### config.mk
export PLATFORM = sky130hd
export DESIGN_NAME = regfile_wb_arbiter
export DESIGN_NICKNAME = d
export VERILOG_FILES = /design/src/rtl/regfile_wb_arbiter_pkg.sv /design/src/rtl/regfile_wb_arbiter_rr_multi_pick.sv /design/src/rtl/regfile_wb_arbiter.sv
export SDC_FILE = /design/constraint.sdc
export NUM_CORES = 1
export LEC_CHECK = 0
export CAP_MARGIN = 10
export CORE_ASPECT_RATIO = 0.9
export CORE_MARGIN = 10
export CORE_UTILIZATION = 35
export DETAILED_ROUTE_END_ITERATION = 16
export HOLD_SLACK_MARGIN = 0.05
export PLACE_DENSITY = 0.68
export SLEW_MARGIN = 10
export SYNTH_ARGS = -nofsm -noshare
export SYNTH_HDL_FRONTEND = slang
export SYNTH_SLANG_ARGS = --single-unit
### constraint.sdc
create_clock -name clk -period 9.8 [get_ports clk]
set_clock_uncertainty 0.2 [all_clocks]
set_input_delay 2.94 -clock clk [delete_from_list [all_inputs] [get_ports clk]]
set_output_delay 2.94 -clock clk [all_outputs]
set_load 0.05 [all_outputs]
### src/rtl/regfile_wb_arbiter_pkg.sv
// Shared constants and types for the regfile writeback arbiter.
package regfile_wb_arbiter_pkg;

  localparam int NUM_SRC        = 4;
  localparam int DISPATCH_WIDTH = 2;
  localparam int NUM_REGS       = 32;
  localparam int NUM_REGS_WIDTH = $clog2(NUM_REGS);
  localparam int REG_WIDTH      = 32;
  localparam int SRC_IDX_WIDTH  = $clog2(NUM_SRC);

  // One writeback request, or one write headed for a regfile port.
  typedef struct packed {
    logic                      valid;
    logic [NUM_REGS_WIDTH-1:0] rd;
    logic [REG_WIDTH-1:0]      data;
  } wb_req_t;

endpackage

### src/rtl/regfile_wb_arbiter_rr_multi_pick.sv
// Round-robin multi-grant picker.
// - Scans the sources circularly, starting at the round-robin pointer.
// - Grants up to NPORT nonzero-rd requests and steers the k-th grant to port k.
// - A request whose rd matches an rd already granted this cycle is marked
//   conflicted, and the pointer is moved onto it so it goes first next cycle.
// - Once every port is taken the scan stops granting and stops marking conflicts.
module regfile_wb_arbiter_rr_multi_pick
  import regfile_wb_arbiter_pkg::*;
#(
  parameter int NSRC  = NUM_SRC,
  parameter int NPORT = DISPATCH_WIDTH,
  parameter int RDW   = NUM_REGS_WIDTH,
  parameter int IDXW  = $clog2(NSRC)
) (
  input  logic [NSRC-1:0]             i_valid,
  input  logic [NSRC-1:0][RDW-1:0]    i_rd,
  input  logic [IDXW-1:0]             i_rrPtr,
  output logic [NSRC-1:0]             o_grant,
  output logic [NPORT-1:0]            o_portVld,
  output logic [NPORT-1:0][IDXW-1:0]  o_portIdx,
  output logic [IDXW-1:0]             o_nextPtr
);

  logic [NPORT-1:0][RDW-1:0] w_portRd;
  logic [IDXW-1:0]           w_idx;
  logic [IDXW-1:0]           w_firstConf;
  logic [IDXW-1:0]           w_lastGnt;
  logic                      w_anyConf;
  logic                      w_anyGnt;
  logic                      w_conflict;
  logic                      w_placed;

  // Circular scan from the pointer: grant, mark conflicts, and choose the next pointer.
  always_comb begin
    o_grant     = '0;
    o_portVld   = '0;
    o_portIdx   = '0;
    w_portRd    = '0;
    w_idx       = '0;
    w_firstConf = '0;
    w_lastGnt   = '0;
    w_anyConf   = 1'b0;
    w_anyGnt    = 1'b0;
    w_conflict  = 1'b0;
    w_placed    = 1'b0;
    for (int j = 0; j < NSRC; j++) begin
      w_idx      = IDXW'((32'(i_rrPtr) + 32'(j)) % NSRC);
      w_conflict = 1'b0;
      for (int k = 0; k < NPORT; k++) begin
        if (o_portVld[k] && (w_portRd[k] == i_rd[w_idx])) begin
          w_conflict = 1'b1;
        end
      end
      if (i_valid[w_idx] && (i_rd[w_idx] != '0) && !(&o_portVld)) begin
        if (w_conflict) begin
          if (!w_anyConf) begin
            w_anyConf   = 1'b1;
            w_firstConf = w_idx;
          end
        end else begin
          o_grant[w_idx] = 1'b1;
          w_anyGnt       = 1'b1;
          w_lastGnt      = w_idx;
          w_placed       = 1'b0;
          for (int k = 0; k < NPORT; k++) begin
            if (!w_placed && !o_portVld[k]) begin
              o_portVld[k] = 1'b1;
              o_portIdx[k] = w_idx;
              w_portRd[k]  = i_rd[w_idx];
              w_placed     = 1'b1;
            end
          end
        end
      end
    end
    if (w_anyConf) begin
      o_nextPtr = w_firstConf;
    end else if (w_anyGnt) begin
      o_nextPtr = IDXW'((32'(w_lastGnt) + 32'd1) % NSRC);
    end else begin
      o_nextPtr = i_rrPtr;
    end
  end

endmodule

### src/rtl/regfile_wb_arbiter.sv
// Writeback arbiter: merges the writeback requesters onto the regfile write ports.
// - Writes to x0 are acknowledged at once and thrown away.
// - The port outputs are registered and drive the regfile write ports directly.
module regfile_wb_arbiter
  import regfile_wb_arbiter_pkg::*;
(
  input  logic                                           clk,
  input  logic                                           rst,
  input  logic [NUM_SRC-1:0]                             src_valid,
  input  logic [NUM_SRC-1:0][NUM_REGS_WIDTH-1:0]         src_rd,
  input  logic [NUM_SRC-1:0][REG_WIDTH-1:0]              src_data,
  output logic [NUM_SRC-1:0]                             src_ready,
  output logic [DISPATCH_WIDTH-1:0][NUM_REGS_WIDTH-1:0]  addr_rd,
  output logic [DISPATCH_WIDTH-1:0][REG_WIDTH-1:0]       rd_data,
  output logic [DISPATCH_WIDTH-1:0]                      rd_wen
);

  logic [SRC_IDX_WIDTH-1:0]                      r_rrPtr;
  logic [SRC_IDX_WIDTH-1:0]                      w_nextPtr;
  logic [NUM_SRC-1:0]                            w_grant;
  logic [DISPATCH_WIDTH-1:0]                     w_portVld;
  logic [DISPATCH_WIDTH-1:0][SRC_IDX_WIDTH-1:0]  w_portIdx;
  wb_req_t [DISPATCH_WIDTH-1:0]                  w_portReq;

  regfile_wb_arbiter_rr_multi_pick #(
    .NSRC  (NUM_SRC),
    .NPORT (DISPATCH_WIDTH),
    .RDW   (NUM_REGS_WIDTH),
    .IDXW  (SRC_IDX_WIDTH)
  ) u_pick (
    .i_valid   (src_valid),
    .i_rd      (src_rd),
    .i_rrPtr   (r_rrPtr),
    .o_grant   (w_grant),
    .o_portVld (w_portVld),
    .o_portIdx (w_portIdx),
    .o_nextPtr (w_nextPtr)
  );

  // Accept granted requests and x0 writes; nothing is accepted while in reset.
  always_comb begin
    src_ready = '0;
    for (int i = 0; i < NUM_SRC; i++) begin
      src_ready[i] = !rst && src_valid[i] && ((src_rd[i] == '0) || w_grant[i]);
    end
  end

  // Gather the write for each port; unused ports carry zeros.
  always_comb begin
    w_portReq = '0;
    for (int k = 0; k < DISPATCH_WIDTH; k++) begin
      if (w_portVld[k]) begin
        w_portReq[k].valid = 1'b1;
        w_portReq[k].rd    = src_rd[w_portIdx[k]];
        w_portReq[k].data  = src_data[w_portIdx[k]];
      end
    end
  end

  // Register the port outputs and advance the pointer; reset drops any in-flight write.
  always_ff @(posedge clk) begin
    if (rst) begin
      rd_wen  <= '0;
      addr_rd <= '0;
      rd_data <= '0;
      r_rrPtr <= '0;
    end else begin
      for (int k = 0; k < DISPATCH_WIDTH; k++) begin
        rd_wen[k]  <= w_portReq[k].valid;
        addr_rd[k] <= w_portReq[k].rd;
        rd_data[k] <= w_portReq[k].data;
      end
      r_rrPtr <= w_nextPtr;
    end
  end

  // Two enabled ports must never target the same register in the same cycle.
  always_ff @(posedge clk) begin
    if (!rst) begin
      for (int a = 0; a < DISPATCH_WIDTH; a++) begin
        for (int b = a + 1; b < DISPATCH_WIDTH; b++) begin
          assert (!(rd_wen[a] && rd_wen[b] && (addr_rd[a] == addr_rd[b])))
            else $error("duplicate regfile write address on ports %0d and %0d", a, b);
        end
      end
    end
  end

endmodule

; Word-level counts from Yosys, hierarchy flattened
; Cells that the tools add are included.
[word_totals]
wordCells = 209
register_bits = 78
input_bits = 154
[classes]
n_reduce_logical = 56
n_mux = 122
addsub = 4
n_lt_le_gt_ge = 10
n_bitwise = 5
n_eq_ne = 6
[op_table]
columns = operator, n
row1 = $bmux 32 s2, 2
row2 = $mux 38, 2
row3 = $mux 32, 2
row4 = $mux 2, 31
row5 = $bmux 5 s2, 6
row6 = $mux 4, 14
row7 = $mux 5, 11
row8 = $mux 10, 5
row9 = $mux 1, 41
row10 = $eq 5x5->1, 6
row11 = $logic_and 1x1->1, 28
row12 = $logic_not 5->1, 4
row13 = $reduce_bool 5->1, 4
row14 = $lt 2x3->1 const B, 6
row15 = $or 4x4->4, 3
row16 = $logic_not 1->1, 10
row17 = $bmux 1 s2, 4
row18 = $demux 1 s2, 4
row19 = $ge 2x1->1 const B, 4
row20 = $reduce_and 2->1, 3
row21 = $add 2x1->2 const B, 2
row22 = $add 2x2->2 const B, 2
row23 = $logic_or 1x1->1, 4
row24 = $reduce_or 2->1, 2
row25 = other kinds (2), 3

; Depth between registers and ports, before layout
; Gate-level depths: netlist of run 1.
[depth]
ltp_word = 43
mapped_depth = 19
mapped_depth_nobuf = 12

; Modules after synthesis
; Synthesis of run 1 repeated with hierarchy kept, for this count alone.
[unflattened]
cells_unflattened = 573
area_unflattened_um2 = 5999.5
[modules_own_cells]
columns = module, seq_area_each_um2, n_inst, area_per_inst_um2, cells_each
row1 = regfile_wb_arbiter, 1561.5, 1, 4076.4, 352
row2 = regfile_wb_arbiter_rr_multi_pick, 0.0, 1, 1923.1, 221

; Least setup slack after synthesis of run 1
; No wires, ideal clock.
[synth_timing]
path_type = input-to-output
start = input src_rd[15] (netlist name)
end = output src_ready[0]
path_stages = 12
setup_slack_ps = 308
n_path_buf = 1
arrival_ps = 6352
required_time_ps = 6660
cell_sequence = mux4_2 > or4_1 > buf_2 > o21ai_4 > inv_2 > or4_4 > a21oi_4 > a21oi_2 > a211o_1 > nor2_1 > a221o_1 > and3_1
[synth_via]
elab_chain_cells = 26
elab_cells_between_ends = 84
cone_classes = 6 x eq/ne / 44 x mux / 3 x bitwise / 31 x reduce/logical
[synth_lines]
columns = element, line_no
row1 = "start, declared", regfile_wb_arbiter.sv:10  ; input logic [NUM_SRC-1:0][NUM_REGS_WIDTH-1:0] src_rd,
row2 = branches (longest 23 deep; another with $mux 10), n/a
row3 = $mux 4 (*), regfile_wb_arbiter_rr_multi_pick.sv:54  ; if (i_valid[w_idx] && (i_rd[w_idx] != '0) && !(&o_portVld)) begin
row4 = $logic_or 1x1->1 (*), regfile_wb_arbiter.sv:44  ; src_ready[i] = !rst && src_valid[i] && ((src_rd[i] == '0) || w_grant[i]);
row5 = $logic_and 1x1->1 (*), regfile_wb_arbiter.sv:44
row6 = "end, declared", regfile_wb_arbiter.sv:12  ; output logic [NUM_SRC-1:0] src_ready,
; Mark *: on every way between the ends. The select of a mux whose other input is x is not followed.

; Final worst setup path of run 1
[layout_timing]
start = input src_rd[6] (netlist name)
end = output src_ready[2]
; The elaborated chain is that of the path after synthesis.

==> out/metrics.cfg, run 1 <==
[setup_path]
cpMaxStageDelayCell = mux4_2
critPathBufInv = 4
r2r_cells = 16
cp.depth = 14
cp_common_cell = buf_4
cp.arrival_ns = 6.50
crit_type = primary input to output port
crit_path_max_fanout = 6
cp_cell_sequence = clkdlybuf4s50_1, buf_4, mux4_2, or3_4, o31a_1, buf_4, o211a_1, nor3_2, nand4bb_1, a211oi_2, nor2_4, a221o_1, and3_1, buf_6
cp_slowest_stage_delay_ns = 0.51
critPathCaptureType = output port
start_kind = primary input
cp.required_ns = 6.66
crit_family = compound AO/OA/AOI/OAI gates

[floorplan]
core_um2 = 18200
start_util_pct = 35.4
dieArea_um2 = 24300
boundaryPins = 234
die_y_um = 149
die_w_um = 163
rows = 47

[global_routing]
grt_pass1_wl_um = 43800
grt_max_degree = 75
globalRouteOverflowTotal = 0
grt_pass1_vias = 7529
grt.total_usage_pct = 22.3
antenna_found_initial = 1

[detailed_routing]
drcViolationCount = 0
dr_total_vias = 7832
avgRoutedWirePerCell_um = 22.2
ant_nets = 0
wirelength_um = 28500
drtIter0Drc = 663
first_pass_iters = 5
vias_per_cell = 6.08

[cts]
cts_tree = done
cts_hold_buffers = 0
root_buffer = clkbuf_16
clock_path_buffers = 2
cts_buffers = 9
clk_pin_slew_worst_paths_ns = 0.07
cts_sinks = 78
clk_latency_ns = 0.34
htree_levels = 3

[synthesis]
async_flop_share_pct = 0
synthFlopType = dfxtp_1
ys_ff_latch = 78
synth_area_um2 = 6460
yosys_warnings = 0
synth_edf_count = 0
netlist_top_cells_area = dfxtp_1 (24%), mux4_2 (9.1%), nand2_1 (8.0%)
ys_seq_area_share_pct = 24.2
synth_area_leader_cell = dfxtp_1
synth_cell_type_count = 67
syn_inst = 817
avgSynthCellArea_um2 = 7.90
yosysTopAreaCellShare_pct = 24.2
synth_nets = 977

[sta]
slew_violations = 0
finalSetupViolations = 0
fin_crit_sh_pct = 98.4
setup_slack_ns = 0.158
hold_ws_ns = 0.653
setup_tns_ns = 0
max_slew_margin_pct = 19.7
hold_viol_final = 0
tightest_slew_ns = 1.20
period_needed_ns = 9.64
fmax_mhz = 104

[run_status]
status = finished, final reports clean

[power_and_ir_drop]
peakVddDrop_mv = 0.292
p_sw_mw = 2.42
pwr-share-seq_pct = 10.8
leakagePower_nw = 3.74
combPwrFrac_pct = 81.3
p_int_mw = 1.93
clkPwrFrac_pct = 7.8
p_per_area_nw_per_um2 = 455
power_switching_share_pct = 55.6

[job]
maxCapViolations = 0

[cells_and_area]
syn2layout_area_growth_pct = 48.1
final_common_cell = clkdlybuf4s50_1
fin_nets = 1197
layout-drive-gt1-share_pct = 13.2
final_cells = 1288
layout_common_cells = clkdlybuf4s50_1 (226), nand2_1 (136), nand3_1 (82)

[hold_path]
whs_path_depth = 4
hp-class = flop to flop

[placed_design]
dpl_worst_slack_ns = 0.0149
place_congestion = 0.935
dp_cells = 1269
dp_hpwl_um = 19700
port_buffers = 233

-- final timing paths --
path / start / endpoint / slack [ns]
min reg2reg: r_rrPtr[0]$_SDFFE_PP0P_ / r_rrPtr[0]$_SDFFE_PP0P_ / 0.65
max: src_rd[6] / src_ready[2] / 0.16
min: r_rrPtr[0]$_SDFFE_PP0P_ / r_rrPtr[0]$_SDFFE_PP0P_ / 0.65
max reg2reg: r_rrPtr[1]$_SDFFE_PP0P_ / rd_data[53]$_SDFF_PP0_ / 3.71
-- kinds of logic after synthesis --
kind of cell	count (synthesis)	share of synthesized area, %
mux	66	15.3
simple gates	290	20.8
xor+xnor	6	0.814
flops	78	24.2
buf+inv	93	6.20
fa+ha+maj	6	1.16
compound gates	278	31.5
-- layout make-up --
type / instances / area (µm²)
fill: 1734 / 8670
multi-input combinational: 646 / 4570
timing repair buffer: 294 / 2800
sequential: 78 / 1560
tap: 245 / 307
clock buffer: 9 / 225
clock inverter: 7 / 62.6
inverter: 8 / 30.0
antenna: 1 / 2.50
-- flip-flops by register name (all words and copies together) (netlist names) --
register	flops
rd_data	64
addr_rd	10
rd_wen	2
r_rrPtr	2
-- worst reg2reg max path: stages, from the launching register on --
cell      delay (ns)
dfxtp_1         0.31
buf_4           0.29
clkinv_1        0.16
ha_1            0.63
buf_4           0.32
mux4_2          0.64
nand2_1         0.15
o21ai_0         0.15
or3b_2          0.49
and4_1          0.23
a21oi_1         0.38
buf_4           0.26
nor2_1          0.12
or4_4           0.51
a21oi_4         0.60
buf_4           0.40
a22o_1          0.20
-- power groups by stage --
stage / logic [mW] / registers, mW / clock network [mW]
detailed placement: 3.46 / 0.479 / 0
finish: 3.54 / 0.472 / 0.341
global placement: 3.45 / 0.477 / 0
global route: 3.82 / 0.480 / 0.361
CTS: 3.48 / 0.472 / 0.348
floorplan: 2.12 / 0.841 / 0
-- timing repair --
item | 4_1_cts | 5_1_grt
endpoints found under the hold margin | 0 | 0
gates resized for setup | 0 | 19
endpoints found under the setup margin | 0 | 4
buffers inserted | 0 | 2
-- stage by stage --
step / util (%) / power [mW] / cell area, µm²
final: 52.5 / 4.35 / 9560
after global routing: 52.4 / 4.66 / 9560
after CTS: 52.0 / 4.30 / 9470
after detailed placement: 50.4 / 3.94 / 9190
after global placement: 50.4 / 3.92 / 9190
after floorplan: - / 2.97 / 6460
-- synth_stat cells (all sizes together) (20+ instances only) --
| cell type | count |
|---|---|
| a221oi | 36 |
| o22ai | 75 |
| clkbuf | 63 |
| mux4 | 26 |
| mux2i | 40 |
| dfxtp | 78 |
| nor2 | 20 |
| a21oi | 47 |
| buf | 22 |
| nand2 | 137 |
| nand3 | 83 |
| a22o | 37 |
-- layer usage --
metal	GRT usage (%)	part of all wire (%)
met5	0	0
met4	7.52	2.3
met3	7.23	9.9
met2	34.5	45
met1	28.5	42
Power figures use the tool's default switching activity.
==> run 2: changes to the inputs <==
Settings changed: CELL_PAD_IN_SITES_DETAIL_PLACEMENT from default to 0, CELL_PAD_IN_SITES_GLOBAL_PLACEMENT from default to 2, CORE_UTILIZATION 35 to 25, PLACE_DENSITY 0.68 to default, PLACE_DENSITY_LB_ADDON from default to 0.1.
==> run 2 against run 1 <==
Sequential power about the same; wire length is 15% higher; sequential share of layout area shrank 0.35 points; hold slack better by 0.029 ns; total power is 3.2% higher; clock-buffer cell count is the same; clock power grew 1%; maximum frequency grew 0.37%; largest power group unchanged; flip-flop and latch count is the same; combinational power grew 4%; first-iteration DRC count is 19% lower; core utilization down 14 points.
==> out/metrics.cfg, run 2 (synthesis gave the netlist of run 1 again) <==
[run_status]
status = finished, final reports clean

[sta]
fin_crit_sh_pct = 98.0
slew_violations = 0
tightest_slew_ns = 1.05
grt_setup_unrepaired = no
finalSetupViolations = 0
hold_viol_final = 0
period_needed_ns = 9.61
setup_tns_ns = 0
fmax_mhz = 104
max_slew_margin_pct = 29.8

[setup_path]
cp.required_ns = 6.66
cp.arrival_ns = 6.47
start_kind = primary input
crit_type = primary input to output port
r2r_cells = 18
crit_path_max_fanout = 4
critPathCaptureType = output port

[global_routing]
grt.total_usage_pct = 19.4
grt_max_degree = 75
antenna_found_initial = 2
globalRouteOverflowTotal = 0
grt_pass1_vias = 7851
grt_pass1_wl_um = 49600

[cts]
root_buffer = clkbuf_16
clock_path_buffers = 2
cts_buffers = 9
clk_latency_ns = 0.34
clk_pin_slew_worst_paths_ns = 0.07
htree_levels = 3
cts_hold_buffers = 0
cts_sinks = 78
cts_tree = done

[placed_design]
port_buffers = 233
dp_hpwl_um = 22500
place_congestion = 0.841

[detailed_routing]
first_pass_iters = 5
drcViolationCount = 0
vias_per_cell = 5.58
drtIter0Drc = 540
wirelength_um = 32800
avgRoutedWirePerCell_um = 23.5
ant_nets = 0
dr_total_vias = 7793

[power_and_ir_drop]
p_per_area_nw_per_um2 = 460
leakagePower_nw = 3.76
peakVddDrop_mv = 0.282
power_mw = 4.50

[floorplan]
die_w_um = 189
boundaryPins = 234
die_y_um = 172
start_util_pct = 25.5
rows = 55
core_um2 = 25300
dieArea_um2 = 32700

[hold_path]
whs_path_depth = 4
hp-class = flop to flop

[cells_and_area]
top_regs = rd_data (64), addr_rd (10)
regMostFlops = rd_data
largest_register_ffs = 64
layout_common_cells = clkdlybuf4s50_1 (229), nand2_1 (135), nand3_1 (82)
fin_nets = 1208
final_common_cell = clkdlybuf4s50_1
layout-drive-gt1-share_pct = 13.9
syn2layout_area_growth_pct = 51.3

[job]
maxCapViolations = 0

-- run 2: cell count changes in the layout (fill, tap and decap cells not counted), sizes merged --
cell and delta:
buf +11, clkinvlp +2, clkdlybuf4s50 +3, diode +1, dlymetal6s2s -3, inv -2
-- run 2: where the power goes --
group	internal [mW]	leakage [nW]	switching (mW)
clock network	0.175	0.130	0.170
registers	0.443	0.647	0.0317
logic	1.34	2.98	2.33
total	1.96	3.76	2.53
-- run 2: worst max-delay path: stages --
cell	delay (ns)
clkdlybuf4s50_1	0.41
mux4_2	0.50
or4_4	0.58
o21ai_4	0.15
inv_2	0.07
or4_4	0.57
a21oi_4	0.16
a21oi_2	0.08
a211o_1	0.33
nor2_4	0.16
a221o_1	0.15
and3_1	0.15
buf_4	0.20
-- run 2: final cells by class --
| class | instances | area [µm²] |
|---|---|---|
| inverter | 8 | 30.0 |
| tap | 342 | 428 |
| clock inverter | 7 | 56.3 |
| timing repair buffer | 305 | 2890 |
| fill | 2709 | 15600 |
| multi-input combinational | 646 | 4570 |
| clock buffer | 9 | 225 |
| antenna | 2 | 5.00 |
| sequential | 78 | 1560 |
-- run 2: path summary, 6_finish.rpt --
kind                            from                       to  slack, ns
max                       src_rd[15]             src_ready[2]       0.19
min          r_rrPtr[0]$_SDFFE_PP0P_  r_rrPtr[0]$_SDFFE_PP0P_       0.68
max reg2reg  r_rrPtr[1]$_SDFFE_PP0P_   rd_data[52]$_SDFF_PP0_       3.29
min reg2reg  r_rrPtr[0]$_SDFFE_PP0P_  r_rrPtr[0]$_SDFFE_PP0P_       0.68
-- run 2: repair_timing --
item / 4_1_cts / 5_1_grt
gates resized for setup: 0 / 8
buffers inserted: 0 / 0
setup endpoints to repair: 0 / 4
-- run 2: through the flow --
stage | hold WS [ns] | util [%] | cell area, µm² | setup WS, ns | instances
2_1_floorplan | 0.920 | - | 6460 | 0.308 | 817
3_3_place_gp | 0.666 | 37.3 | 9450 | 0.0615 | 1379
3_5_place_dp | 0.654 | 37.3 | 9450 | 0.0265 | 1379
4_1_cts | 0.669 | 38.4 | 9730 | 0.0114 | 1395
5_1_grt | 0.761 | 38.6 | 9770 | 0.0266 | 1397
6_report | 0.682 | 38.6 | 9770 | 0.193 | 1397
-- run 2: routing by layer --
metal,up-vias,global-route usage (%),share of wire (%)
met5,-,0,0
met4,0,5.52,1.9
met3,41,5.42,8.5
met2,356,29.9,45
met1,3744,26.0,45
li1,3652,-,-
==> run 3: changes to the inputs <==
--- a/config.mk
+++ b/config.mk
@@ -11,3 +11,2 @@
 export CORE_ASPECT_RATIO = 0.9
-export CORE_MARGIN = 10
 export CORE_UTILIZATION = 25
==> constraint.sdc (replaced) <==
create_clock -name clk -period 9.8 [get_ports clk]
set_clock_uncertainty 0.2 [all_clocks]
set_input_delay 1.96 -clock clk [delete_from_list [all_inputs] [get_ports clk]]
set_output_delay 1.96 -clock clk [all_outputs]
set_load 0.05 [all_outputs]
==> run 3 against run 2 <==
Clock power rose by 21%; highest routed layer is now met5; non-clock buffer count decreased by 52; clock-buffer cell count is 1 higher; combinational power down 5.4%; design area fell by 3.8%; via count down 4.1%; wire length is 11% lower.
==> out/metrics.cfg, run 3 (synthesis gave the netlist of run 1 again) <==
[detailed_routing]
ant_nets = 0
drtIter0Drc = 649
first_pass_iters = 5
dr_total_vias = 7470
drcViolationCount = 0
vias_per_cell = 5.56
avgRoutedWirePerCell_um = 21.8
wirelength_um = 29300

[setup_path]
critPathCaptureType = output port
crit_family = compound AO/OA/AOI/OAI gates
crit_type = primary input to output port
r2r_cells = 15
rr_startpoint = r_rrPtr[1]$_SDFFE_PP0P_
crit_path_max_fanout = 15
cp.required_ns = 7.64
cpMaxStageDelayCell = clkdlybuf4s50_1
cp.depth = 13
cp_common_cell = clkdlybuf4s50_1
critPathBufInv = 3
cp_cell_sequence = clkdlybuf4s50_1, mux4_2, or4_1, o21ai_4, inv_2, o311ai_0, xor2_1, nand4bb_1, a211oi_1, nor2_1, a221o_1, and3_1, clkdlybuf4s50_1
crit_start = src_rd[9]
endpoint = src_ready[3]
start_kind = primary input
cp_slowest_stage_delay_ns = 0.69
cp.arrival_ns = 7.14
r2r_slack_ns = 3.39
r2r-end = rd_data[46]$_SDFF_PP0_

[sta]
grt_setup_unrepaired = no
tightest_slew_ns = 0.977
hold_viol_final = 0
max_slew_margin_pct = 34.9
setup_tns_ns = 0
slew_violations = 0
fin_crit_sh_pct = 94.9
setup_slack_ns = 0.495
period_needed_ns = 9.30
fmax_mhz = 107
finalSetupViolations = 0

[power_and_ir_drop]
leakagePower_nw = 3.53
peakVddDrop_mv = 0.305
p_per_area_nw_per_um2 = 465
p_int_mw = 1.94
p_sw_mw = 2.44
pwr-share-seq_pct = 10.8
combPwrFrac_pct = 79.6
clkPwrFrac_pct = 9.6
power_switching_share_pct = 55.7
power_mw = 4.37

[cts]
cts_buffers = 9
clock_path_buffers = 2
clk_latency_ns = 0.34
clk_pin_slew_worst_paths_ns = 0.07
cts_sinks = 78
cts_tree = done
root_buffer = clkbuf_16
cts_hold_buffers = 0
cts_setup_buffers = 0
htree_levels = 3
cts_resized = 0

[hold_path]
hp-class = flop to flop

[placed_design]
dp_cells = 1327
port_buffers = 233
dpl_worst_slack_ns = 0.517
dp_hpwl_um = 19800
place_congestion = 0.827

[cells_and_area]
syn2layout_area_growth_pct = 45.6
diodes = 0
top_regs = rd_data (64), addr_rd (10)
final_common_cell = clkdlybuf4s50_1
layout_common_cells = clkdlybuf4s50_1 (233), nand2_1 (135), nand3_1 (82)
fin_nets = 1156
final_cells = 1343
largest_register_ffs = 64
regMostFlops = rd_data
layout-drive-gt1-share_pct = 8.49
fillers = 2637

[global_routing]
grt_pass1_vias = 7180
grt.total_usage_pct = 21.7
grt_max_degree = 75
grt_pass1_wl_um = 44100
globalRouteOverflowTotal = 0
antenna_found_initial = 1

[floorplan]
rows = 55
die_y_um = 154
boundaryPins = 234
core_um2 = 25300
dieArea_um2 = 26500
die_w_um = 171
start_util_pct = 25.6

[job]
maxCapViolations = 0

[run_status]
status = finished, final reports clean

-- run 3: cell count changes in the layout (fill, tap and decap cells not counted), sizes merged --
cell           previous run  this run
bufinv                    0         3
buf                      76        20
clkinv                    3         1
clkdlybuf4s50           229       233
clkbuf                    9        10
clkinvlp                  3         1
diode                     2         0
-- run 3: metrics by stage --
stage                     utilization, %  instance area [µm²]  hold slack [ns]
after global routing                37.2                 9400            0.677
final                               37.2                 9400            0.632
after CTS                           37.2                 9400            0.627
after detailed placement            35.8                 9050            0.615
after floorplan                        -                 6460            0.920
after global placement              35.8                 9050            0.631
-- run 3: how the worst min path moves through the flow --
stage,slack (ns),cells past startpoint,start,end
final,0.63,4,r_rrPtr[0]$_SDFFE_PP0P_,r_rrPtr[0]$_SDFFE_PP0P_
after detailed placement,0.62,4,r_rrPtr[0]$_SDFFE_PP0P_,r_rrPtr[0]$_SDFFE_PP0P_
after global routing,0.68,4,r_rrPtr[0]$_SDFFE_PP0P_,r_rrPtr[0]$_SDFFE_PP0P_
after CTS,0.63,4,r_rrPtr[0]$_SDFFE_PP0P_,r_rrPtr[0]$_SDFFE_PP0P_
after global placement,0.63,4,r_rrPtr[0]$_SDFFE_PP0P_,r_rrPtr[0]$_SDFFE_PP0P_
after floorplan,0.92,6,r_rrPtr[0]$_SDFFE_PP0P_,r_rrPtr[0]$_SDFFE_PP0P_
-- run 3: metal layers --
| layer | up-vias | GRT usage (%) | part of all wire, % |
|---|---|---|---|
| li1 | 3545 | - | - |
| met1 | 3587 | 29.2 | 45 |
| met2 | 311 | 34.5 | 45 |
| met3 | 25 | 6.04 | 8.0 |
| met4 | 2 | 4.68 | 1.1 |
| met5 | - | 0 | 0.044 |
-- run 3: power by group through the flow --
stage	clock [mW]	sequential, mW	combinational, mW
floorplan	0	0.841	2.12
global placement	0	0.480	3.52
detailed placement	0	0.479	3.47
CTS	0.435	0.473	3.48
global route	0.444	0.482	3.75
finish	0.419	0.472	3.48
-- run 3: cell type report --
class / count / area, µm² / area share [%]
Timing Repair Buffer: 253 / 2490 / 26.5
Clock inverter: 6 / 115 / 1.22
Tap cell: 342 / 428 / 4.55
Multi-Input combinational cell: 646 / 4530 / 48.2
Clock buffer: 10 / 239 / 2.54
Inverter: 8 / 30.0 / 0.319
Sequential cell: 78 / 1560 / 16.6
-- run 3: worst register-to-register path, stage by stage (launching register included) --
cell,delay (ns)
dfxtp_1,0.33
clkinv_1,0.37
ha_1,0.79
buf_4,0.34
mux4_2,0.65
nand2_1,0.14
o21ai_0,0.15
or3b_2,0.49
and4_1,0.25
a21oi_1,0.45
buf_4,0.29
nor2_1,0.12
or4_4,0.51
a21oi_4,0.64
buf_4,0.41
a22o_1,0.22
